--- src/rtl/event_decoder_pkg.sv ---
// Shared types and header codes for the AER receive-side event decoder.
package event_decoder_pkg;

  localparam logic [3:0] HDR_TIME_HIGH = 4'b1000;
  localparam logic [3:0] HDR_CD_ON     = 4'b0001;
  localparam logic [3:0] HDR_CD_OFF    = 4'b0000;

  localparam int EVT_X_W  = 4;
  localparam int EVT_Y_W  = 4;
  localparam int EVT_TS_W = 34;

  typedef enum logic {
    NO_BASE   = 1'b0,
    HAVE_BASE = 1'b1
  } dec_state_t;

  typedef struct packed {
    logic [EVT_X_W-1:0]  x;
    logic [EVT_Y_W-1:0]  y;
    logic                pol;
    logic [EVT_TS_W-1:0] ts;
  } decoded_evt_t;

endpackage

--- src/rtl/evt_fifo.sv ---
// Synchronous FIFO with a registered head: head always mirrors the oldest entry.
module evt_fifo #(
  parameter int W     = 43,
  parameter int DEPTH = 4
) (
  input  logic         clk_i,
  input  logic         reset_ni,
  input  logic         push,
  input  logic [W-1:0] din,
  input  logic         pop,
  output logic         full,
  output logic         empty,
  output logic [W-1:0] head
);

  localparam int AW = (DEPTH > 1) ? $clog2(DEPTH) : 1;
  localparam int CW = AW + 1;

  logic [W-1:0]  mem [DEPTH];
  logic [AW-1:0] wr_ptr, rd_ptr, rd_nxt;
  logic [CW-1:0] count;
  logic          push_ok, pop_ok;

  assign full    = (count == CW'(DEPTH));
  assign empty   = (count == '0);
  assign pop_ok  = pop && !empty;
  // A full FIFO still accepts a push when the head leaves in the same cycle.
  assign push_ok = push && (!full || pop_ok);
  assign rd_nxt  = rd_ptr + AW'(1);

  always_ff @(posedge clk_i) begin
    if (push_ok) mem[wr_ptr] <= din;
  end

  always_ff @(posedge clk_i or negedge reset_ni) begin
    if (!reset_ni) begin
      wr_ptr <= '0;
      rd_ptr <= '0;
      count  <= '0;
      head   <= '0;
    end else begin
      if (push_ok) wr_ptr <= wr_ptr + AW'(1);
      if (pop_ok)  rd_ptr <= rd_nxt;
      count <= count + CW'(push_ok) - CW'(pop_ok);
      // New word becomes head when the FIFO is (or is about to be) empty.
      if (push_ok && (empty || (count == CW'(1) && pop_ok)))
        head <= din;
      else if (pop_ok && count > CW'(1))
        head <= mem[rd_nxt];
    end
  end

endmodule

--- src/rtl/event_decoder.sv ---
// Rebuilds full AER events from time-high / CD_ON / CD_OFF words and buffers them
// behind a valid/ready interface, flagging bad headers, orphans and overflow.
module event_decoder
  import event_decoder_pkg::*;
#(
  parameter int ROW_ADD    = 4,
  parameter int COL_ADD    = 4,
  parameter int SIZE       = 34,
  parameter int WIDTH      = 32,
  parameter int FIFO_DEPTH = 4
) (
  input  logic               clk_i,
  input  logic               reset_ni,
  input  logic               valid_data_i,
  input  logic [WIDTH-1:0]   data_i,
  output logic               evt_valid_o,
  input  logic               evt_ready_i,
  output logic [ROW_ADD-1:0] evt_x_o,
  output logic [COL_ADD-1:0] evt_y_o,
  output logic               evt_pol_o,
  output logic [SIZE-1:0]    evt_ts_o,
  output logic               hdr_err_o,
  output logic               ts_err_o,
  output logic               overflow_o,
  output logic [7:0]         drop_cnt_o
);

  localparam int TL_LSB = ROW_ADD + COL_ADD;
  localparam int EVT_W  = $bits(decoded_evt_t);

  function automatic logic [7:0] sat_add(input logic [7:0] a, input logic [1:0] inc);
    logic [8:0] s;
    s = {1'b0, a} + {7'b0, inc};
    return s[8] ? 8'hFF : s[7:0];
  endfunction

  logic [3:0]       hdr;
  logic [5:0]       time_low;
  logic [SIZE-1:0]  ts_new;
  logic             is_th, is_evt, is_bad;
  logic             drop_p0, ovf_p1, evt_pop;
  logic             fifo_full, fifo_empty;
  dec_state_t       state_q;
  logic [WIDTH-5:0] time_high_q;
  logic [SIZE-1:0]  last_ts_q;
  decoded_evt_t     evt_p0, head;
  logic             vld_p0;

  assign hdr      = data_i[WIDTH-1 -: 4];
  assign time_low = data_i[TL_LSB+5 : TL_LSB];
  assign ts_new   = {time_high_q, time_low};
  assign is_th    = (hdr == HDR_TIME_HIGH);
  assign is_evt   = (hdr == HDR_CD_ON) || (hdr == HDR_CD_OFF);
  assign is_bad   = !is_th && !is_evt;

  assign drop_p0  = valid_data_i && (is_bad || (is_evt && state_q == NO_BASE));
  assign evt_pop  = evt_valid_o && evt_ready_i;
  assign ovf_p1   = vld_p0 && fifo_full && !evt_pop;

  // p0: decode the incoming word against the current time base
  always_ff @(posedge clk_i or negedge reset_ni) begin
    if (!reset_ni) begin
      state_q     <= NO_BASE;
      time_high_q <= '0;
      last_ts_q   <= '0;
      hdr_err_o   <= 1'b0;
      ts_err_o    <= 1'b0;
      vld_p0      <= 1'b0;
      evt_p0      <= '0;
    end else begin
      hdr_err_o <= 1'b0;
      ts_err_o  <= 1'b0;
      vld_p0    <= 1'b0;
      if (valid_data_i) begin
        if (is_th) begin
          time_high_q <= data_i[WIDTH-5:0];
          state_q     <= HAVE_BASE;
        end else if (is_evt) begin
          if (state_q == HAVE_BASE) begin
            vld_p0    <= 1'b1;
            evt_p0    <= '{x: data_i[TL_LSB-1:COL_ADD], y: data_i[COL_ADD-1:0],
                           pol: hdr[0], ts: ts_new};
            last_ts_q <= ts_new;
            ts_err_o  <= (ts_new < last_ts_q);
          end
        end else begin
          hdr_err_o <= 1'b1;
        end
      end
    end
  end

  // p1: push into the buffer; drops from p0 and p1 may land in the same cycle
  always_ff @(posedge clk_i or negedge reset_ni) begin
    if (!reset_ni) begin
      drop_cnt_o <= '0;
      overflow_o <= 1'b0;
    end else begin
      drop_cnt_o <= sat_add(drop_cnt_o, {1'b0, drop_p0} + {1'b0, ovf_p1});
      if (ovf_p1) overflow_o <= 1'b1;
    end
  end

  evt_fifo #(
    .W    (EVT_W),
    .DEPTH(FIFO_DEPTH)
  ) u_fifo (
    .clk_i   (clk_i),
    .reset_ni(reset_ni),
    .push    (vld_p0),
    .din     (evt_p0),
    .pop     (evt_pop),
    .full    (fifo_full),
    .empty   (fifo_empty),
    .head    (head)
  );

  assign evt_valid_o = !fifo_empty;
  assign evt_x_o     = head.x;
  assign evt_y_o     = head.y;
  assign evt_pol_o   = head.pol;
  assign evt_ts_o    = head.ts;

endmodule

--- config.mk ---
export PLATFORM = sky130hd
export DESIGN_NAME = event_decoder
export DESIGN_NICKNAME = d
export VERILOG_FILES = /design/src/rtl/event_decoder_pkg.sv /design/src/rtl/evt_fifo.sv /design/src/rtl/event_decoder.sv
export SDC_FILE = /design/constraint.sdc
export NUM_CORES = 1
export LEC_CHECK = 0
export ABC_AREA = 1
export BUFFER_PORTS_ARGS = -buffer_cell sky130_fd_sc_hd__buf_2
export CORE_ASPECT_RATIO = 1.75
export CORE_MARGIN = 4
export CORE_UTILIZATION = 32
export CTS_CLUSTER_SIZE = 20
export DETAILED_ROUTE_END_ITERATION = 7
export PLACE_DENSITY = 0.51
export SYNTH_ARGS = -nofsm -noshare
export SYNTH_HDL_FRONTEND = slang
export SYNTH_SLANG_ARGS = --single-unit
--- constraint.sdc ---
create_clock -name clk_i -period 7 [get_ports clk_i]
set_clock_uncertainty 0.2 [all_clocks]
set_input_delay 0.35 -clock clk_i [delete_from_list [all_inputs] [get_ports clk_i]]
set_output_delay 0.35 -clock clk_i [all_outputs]
set_load 0.01 [all_outputs]
* Yosys cells after proc, flatten, opt, wreduce, memory -nomap -nowiden
Memories as Yosys holds them, arrays and structs flattened. Cells that the tools add are included.
Word-level totals: register bits after elaboration 134, bits in writable memories 172, logic and storage cells 71, bits of input ports 36, memories kept 1
Memory list:
- u_fifo.mem | words 4, width 43, read ports 1, clocked after Yosys merged registers in 0, wr ports 1, RTL line evt_fifo.sv:19 | logic [W-1:0] mem [DEPTH];
Cells by class: eq/ne operators 4, bitwise operators 2, reductions and logical operators 25, add/subtract/negate cells 6, order comparisons 2, muxes and demuxes 16
Operators by type and width (number):
- two-way mux 43 bit | 2
- less-than comparator 34 bit | 1
- two-way mux 1 bit | 13
- logical AND 1 bit | 11
- adder 8 x 2 -> 9 bit | 1
- two-way mux 8 bit | 1
- zero test 1 bit | 5
- adder 2 x 1 -> 2 bit, second input constant | 2
- equality test 4 x 1 -> 1 bit, second input constant | 1
- equality test 4 bit, second input constant | 1
- zero test 4 bit | 1
- logical OR 1 bit | 4
- AND reduction 4 bit | 1
- adder 3 x 1 -> 3 bit | 1
- equality test 3 x 1 -> 1 bit, second input constant | 1
- equality test 3 bit, second input constant | 1
- greater-than comparator 3 x 1 -> 1 bit, second input constant | 1
- zero test 3 bit | 1
- subtractor 3 x 1 -> 3 bit | 1
- adder 1 x 1 -> 2 bit | 1
- inverter 1 bit | 2
- AND reduction 2 bit | 1
- nonzero test 2 bit | 1

* Logic depth before layout (Yosys ltp)
depth in word-level cells 9, gate-level depth with buffers 12, mapped depth without buffers 12

* By module
From an unflattened synthesis, not the netlist that was laid out.
Second synthesis, totals: cells, all modules 1497, area, all modules 13888.3 um2
By module, submodules not included:
- evt_fifo | cells each 1017, instances 1, area an instance 9783.1 um2, sequential area each 6416.2 um2
- event_decoder | cells each 480, instances 1, area an instance 4105.2 um2, sequential area each 2102.0 um2

* Least setup slack after synthesis
OpenSTA, ideal clock, no wires.
path type register -> register, start point reg u_fifo.count[1], end point mem u_fifo.mem[0][0] (enable), slack 3.791 ns, library setup time 0.444 ns, clock period less this slack 3.209 ns, cell stages (with the launch flop) 5, buffers on the path 0, arrival time 2.565 ns, data required time 6.356 ns, path through dfrtp_1 > inv_1 > nand4_1 > nand2_1 > nor2_1
On the way: word-level cells in the longest chain between the ends 8
Ends and longest elaborated chain:
- from (decl) | RTL line evt_fifo.sv:21 | logic [CW-1:0] count;
- from (signal assigned) | RTL line evt_fifo.sv:44 | count <= count + CW'(push_ok) - CW'(pop_ok);
- zero test 3 bit | RTL line evt_fifo.sv:25 | assign empty = (count == '0);
- zero test 1 bit | RTL line evt_fifo.sv:26, event_decoder.sv:118
- logical AND 1 bit | RTL line event_decoder.sv:57 | assign evt_pop = evt_valid_o && evt_ready_i;
- logical AND 1 bit | RTL line evt_fifo.sv:26 | assign pop_ok = pop && !empty;
- logical OR 1 bit (*) | RTL line evt_fifo.sv:28 | assign push_ok = push && (!full || pop_ok);
- logical AND 1 bit (*) | RTL line evt_fifo.sv:28
- two-way mux 1 bit (*) | RTL line evt_fifo.sv:32 | if (push_ok) mem[wr_ptr] <= din;
- two-way mux 1 bit (implied by the code) (*) | RTL line evt_fifo.sv:32
- to (decl) | RTL line evt_fifo.sv:19
Every way passes the cells marked *; elsewhere a longest branch is shown, timed or not.

* Final worst setup path
start point reg u_fifo.rd_ptr[1], end point reg u_fifo.head[25]
On the way: word-level cells in the longest chain between the ends 4
Ends and longest elaborated chain:
- from (decl) | RTL line evt_fifo.sv:20 | logic [AW-1:0] wr_ptr, rd_ptr, rd_nxt;
- from (signal assigned) | RTL line evt_fifo.sv:43 | if (pop_ok) rd_ptr <= rd_nxt;
- adder 2 x 1 -> 2 bit | RTL line evt_fifo.sv:29 | assign rd_nxt = rd_ptr + AW'(1);
- memory read (4 x 43 bit)
- two-way mux 43 bit | RTL line evt_fifo.sv:48 | else if (pop_ok && count > CW'(1))
- two-way mux 43 bit | RTL line evt_fifo.sv:46 | if (push_ok && (empty || (count == CW'(1) && pop_ok)))
- to (signal assigned) | RTL line evt_fifo.sv:47 | head <= din;
- to (signal assigned) | RTL line evt_fifo.sv:49 | head <= mem[rd_nxt];
- to (decl) | RTL line evt_fifo.sv:13 | output logic [W-1:0] head
No other way between the ends. The select of a mux whose other input is x is not followed. A chain may end at the register's enable or synchronous reset.

==> reports/metrics.yaml <==
status: "finished, final reports clean"
drv_slew: 0
area_delta_synth_final_pct: 16.8
core_area_sq_um: 41000
utilization_pct: 37.9
start_kind: "flip-flop"
cpPeakStageDelay_ps: 690
routabilityCongestion: 0.760
vias: 9304
min_path_type: "in -> reg"
whs_endpoint: "u_fifo.rd_ptr[1]$_DFFE_PN0P_"
viasPerCell: 4.64
tritoncts: "built"
rsz0062_at_grt: "no"
min_path_cells: 3
worstSkewPairLatency_ps: 560
detail-route-antenna-nets: 0
crit_start: "u_fifo.rd_ptr[1]$_DFFE_PN0P_"
clkSlewWorstSetupHoldPaths_ps: 70
path_max_fanout: 19
cp.arrival_ps: 3220
ys_seq_area_share_pct: 64.1
cts_buffers: 28
final_area_sq_um: 15500
track_usage_pct: 15.6
ys_warn_count: 0
clock-sinks: 306
htree_levels: 1
grt_pass1_vias: 9526
rows: 98
setup_viol: 0
syn_inst: 1328
drt_pre_antenna_iters: 4
drive_above_1_share_pct: 12.4
grt_pass1_wl_um: 55000
relSlewSlack_pct: 40.9
leakagePower_nw: 6.98
syn-cell-area_sq_um: 13300
overflow: 0
whs_ps: 16.2
dieWidth_um: 162
clk_path_buf_depth: 3
port-buffer-count: 90
cp_data_required_time_ps: 7250
r2r-start: "u_fifo.rd_ptr[1]$_DFFE_PN0P_"
crit_family: "buffers and inverters"
drc: 0
io_pins: 91
initial_core_util_pct: 32.4
wl_per_cell_um: 17.5
finalHoldViolCount: 0
endpoint_kind: "flip-flop"
antennaDiodeCount: 0
postPlaceCellArea_sq_um: 14300
finalNetCount: 1514
crit_path_frequent_cell: "nand2_1"
ir_drop_mv: 0.241
synthesis.nets: 1407
fin_cells: 2007
grt_start_max_net_pins: 80
r2r_slack_ps: 4030
reg2regPathDepth: 9
crit_chain: "nand2_2 > clkinv_1 > buf_4 > nand2_1 > nand3_1 > nand2_1 > nand2_1 > nand2_1 > nand2_1"
chipHeight_um: 278
maxCapViolations: 0
drtIter0Drc: 392
cp_slowest_cell: "clkinv_1"
antenna_found_initial: 0
power.total_mw: 5.81
hold_buffers: 32
crit_type: "reg -> reg"
setup_tns_ps: 0
fin_crit_sh_pct: 42.4
dpl.hpwl_um: 20900
dieArea_sq_um: 45000
synthDistinctLibCells: 33
fin_crit_ps: 2970
power.density_nw_per_um2: 374
cts_resized: 0
cp.depth: 9
avgSynthCellArea_sq_um: 10.0
root_buffer: "clkbuf_16"
worst_slew_pin_slew_ps: 885
placedCellCount: 1923
ys_ff_latch: 306
hold_start: "evt_ready_i"
routed_wl_um: 35000
dp_slack_ps: 4000
cp_num_buf_inv: 2
reg2reg_to: "u_fifo.head[25]$_DFFE_PN0P_"
worst_slack_ps: 4030
fmax_mhz: 337
post_cts_buffers: 0
logic make-up (layout without fill, tap and decap cells):
group | count (synthesis) | count (layout) | synth area share [%]
fa+ha+maj | 43 | 43 | 4.16
simple gates | 683 | 683 | 21.0
mux | 9 | 9 | 0.763
xor+xnor | 5 | 5 | 0.330
flops | 306 | 306 | 64.1
compound gates | 107 | 107 | 4.23
buf+inv | 175 | 304 | 5.41
sequential cells by signal, indices dropped and copies added (netlist names):
| name | cells |
|---|---|
| u_fifo.mem | 172 |
| evt_p0 | 43 |
| u_fifo.head | 43 |
| time_high_q | 28 |
| drop_cnt_o | 8 |
| u_fifo.count | 3 |
| u_fifo.rd_ptr | 2 |
| u_fifo.wr_ptr | 2 |
| hdr_err_o | 1 |
| overflow_o | 1 |
| state_q | 1 |
| ts_err_o | 1 |
| vld_p0 | 1 |
worst max path at each step:
| stage | end | slack (ps) |
|---|---|---|
| after floorplan | u_fifo.mem[0][0]$_DFFE_PP_ | 3790 |
| after global placement | u_fifo.head[25]$_DFFE_PN0P_ | 3930 |
| after detailed placement | u_fifo.head[25]$_DFFE_PN0P_ | 4000 |
| after CTS | u_fifo.head[6]$_DFFE_PN0P_ | 3970 |
| after global routing | u_fifo.head[6]$_DFFE_PN0P_ | 3810 |
| final | u_fifo.head[25]$_DFFE_PN0P_ | 4030 |
report_power, final:
| part | switching [mW] | internal [mW] |
|---|---|---|
| Combinational | 1.15 | 0.600 |
| Sequential | 0.292 | 2.25 |
| Clock | 0.671 | 0.837 |
layer usage:
layer	wire length, um	global-route usage [%]	share of wire [%]
met2	19100	29.9	55
met5	0	0	0
met4	726	4.12	2.1
met1	14000	18.3	40
met3	1180	1.68	3.4
Yosys cell counts:
master / n / share of area (%)
a211oi_4: 1 / 0.15
a21boi_0: 1 / 0.057
a21o_1: 3 / 0.17
a21oi_1: 11 / 0.41
buf_1: 5 / 0.14
buf_2: 23 / 0.87
buf_4: 9 / 0.51
clkbuf_1: 24 / 0.68
clkinv_1: 2 / 0.057
dfrtp_1: 134 / 25
edfxtp_1: 172 / 39
fa_1: 2 / 0.30
ha_1: 41 / 3.9
inv_1: 108 / 3.1
inv_2: 4 / 0.11
mux2_2: 9 / 0.76
nand2_1: 500 / 14
nand2_2: 3 / 0.14
nand2_4: 1 / 0.085
nand3_1: 142 / 5.3
nand3_2: 1 / 0.075
nand4_1: 1 / 0.047
nor2_1: 28 / 0.79
nor2_4: 1 / 0.085
nor3_1: 1 / 0.038
nor3_2: 1 / 0.075
o21ai_0: 68 / 2.6
o21ai_1: 22 / 0.83
o22ai_1: 1 / 0.047
or2_1: 1 / 0.047
or2_2: 3 / 0.14
xnor2_1: 1 / 0.066
xor2_1: 4 / 0.26
tightest hold or removal path: stages:
cell     delay (ps)
buf_2           110
nand2_2         160
o21ai_0         100
layout by cell type (no fill, tap or decap), types with 2 or more instances in the layout:
master / instances
fa_1: 2
clkinv_1: 5
ha_1: 41
o21ai_0: 68
clkbuf_8: 4
buf_4: 16
clkbuf_1: 5
edfxtp_1: 172
a21oi_1: 11
dlygate4sd3_1: 32
dfrtp_1: 134
or2_2: 4
mux2_2: 9
clkinvlp_4: 2
xor2_1: 4
inv_2: 4
nand3_1: 142
buf_2: 89
clkinv_2: 7
inv_1: 108
nand2_4: 2
nor2_4: 5
nand2_2: 2
o21ai_1: 22
a21o_1: 3
clkbuf_16: 29
nand2_1: 500
nor2_1: 23
area by class of cell:
cell class	instances	area, sq um
multi-input cells	847	4090
well taps	550	688
fillers	4142	25400
clock inverters	14	100
clock buffers	38	800
inverters	114	428
repair buffers	138	897
flip-flops and latches	306	8520
No activity file was read; power rests on OpenSTA's default activity.
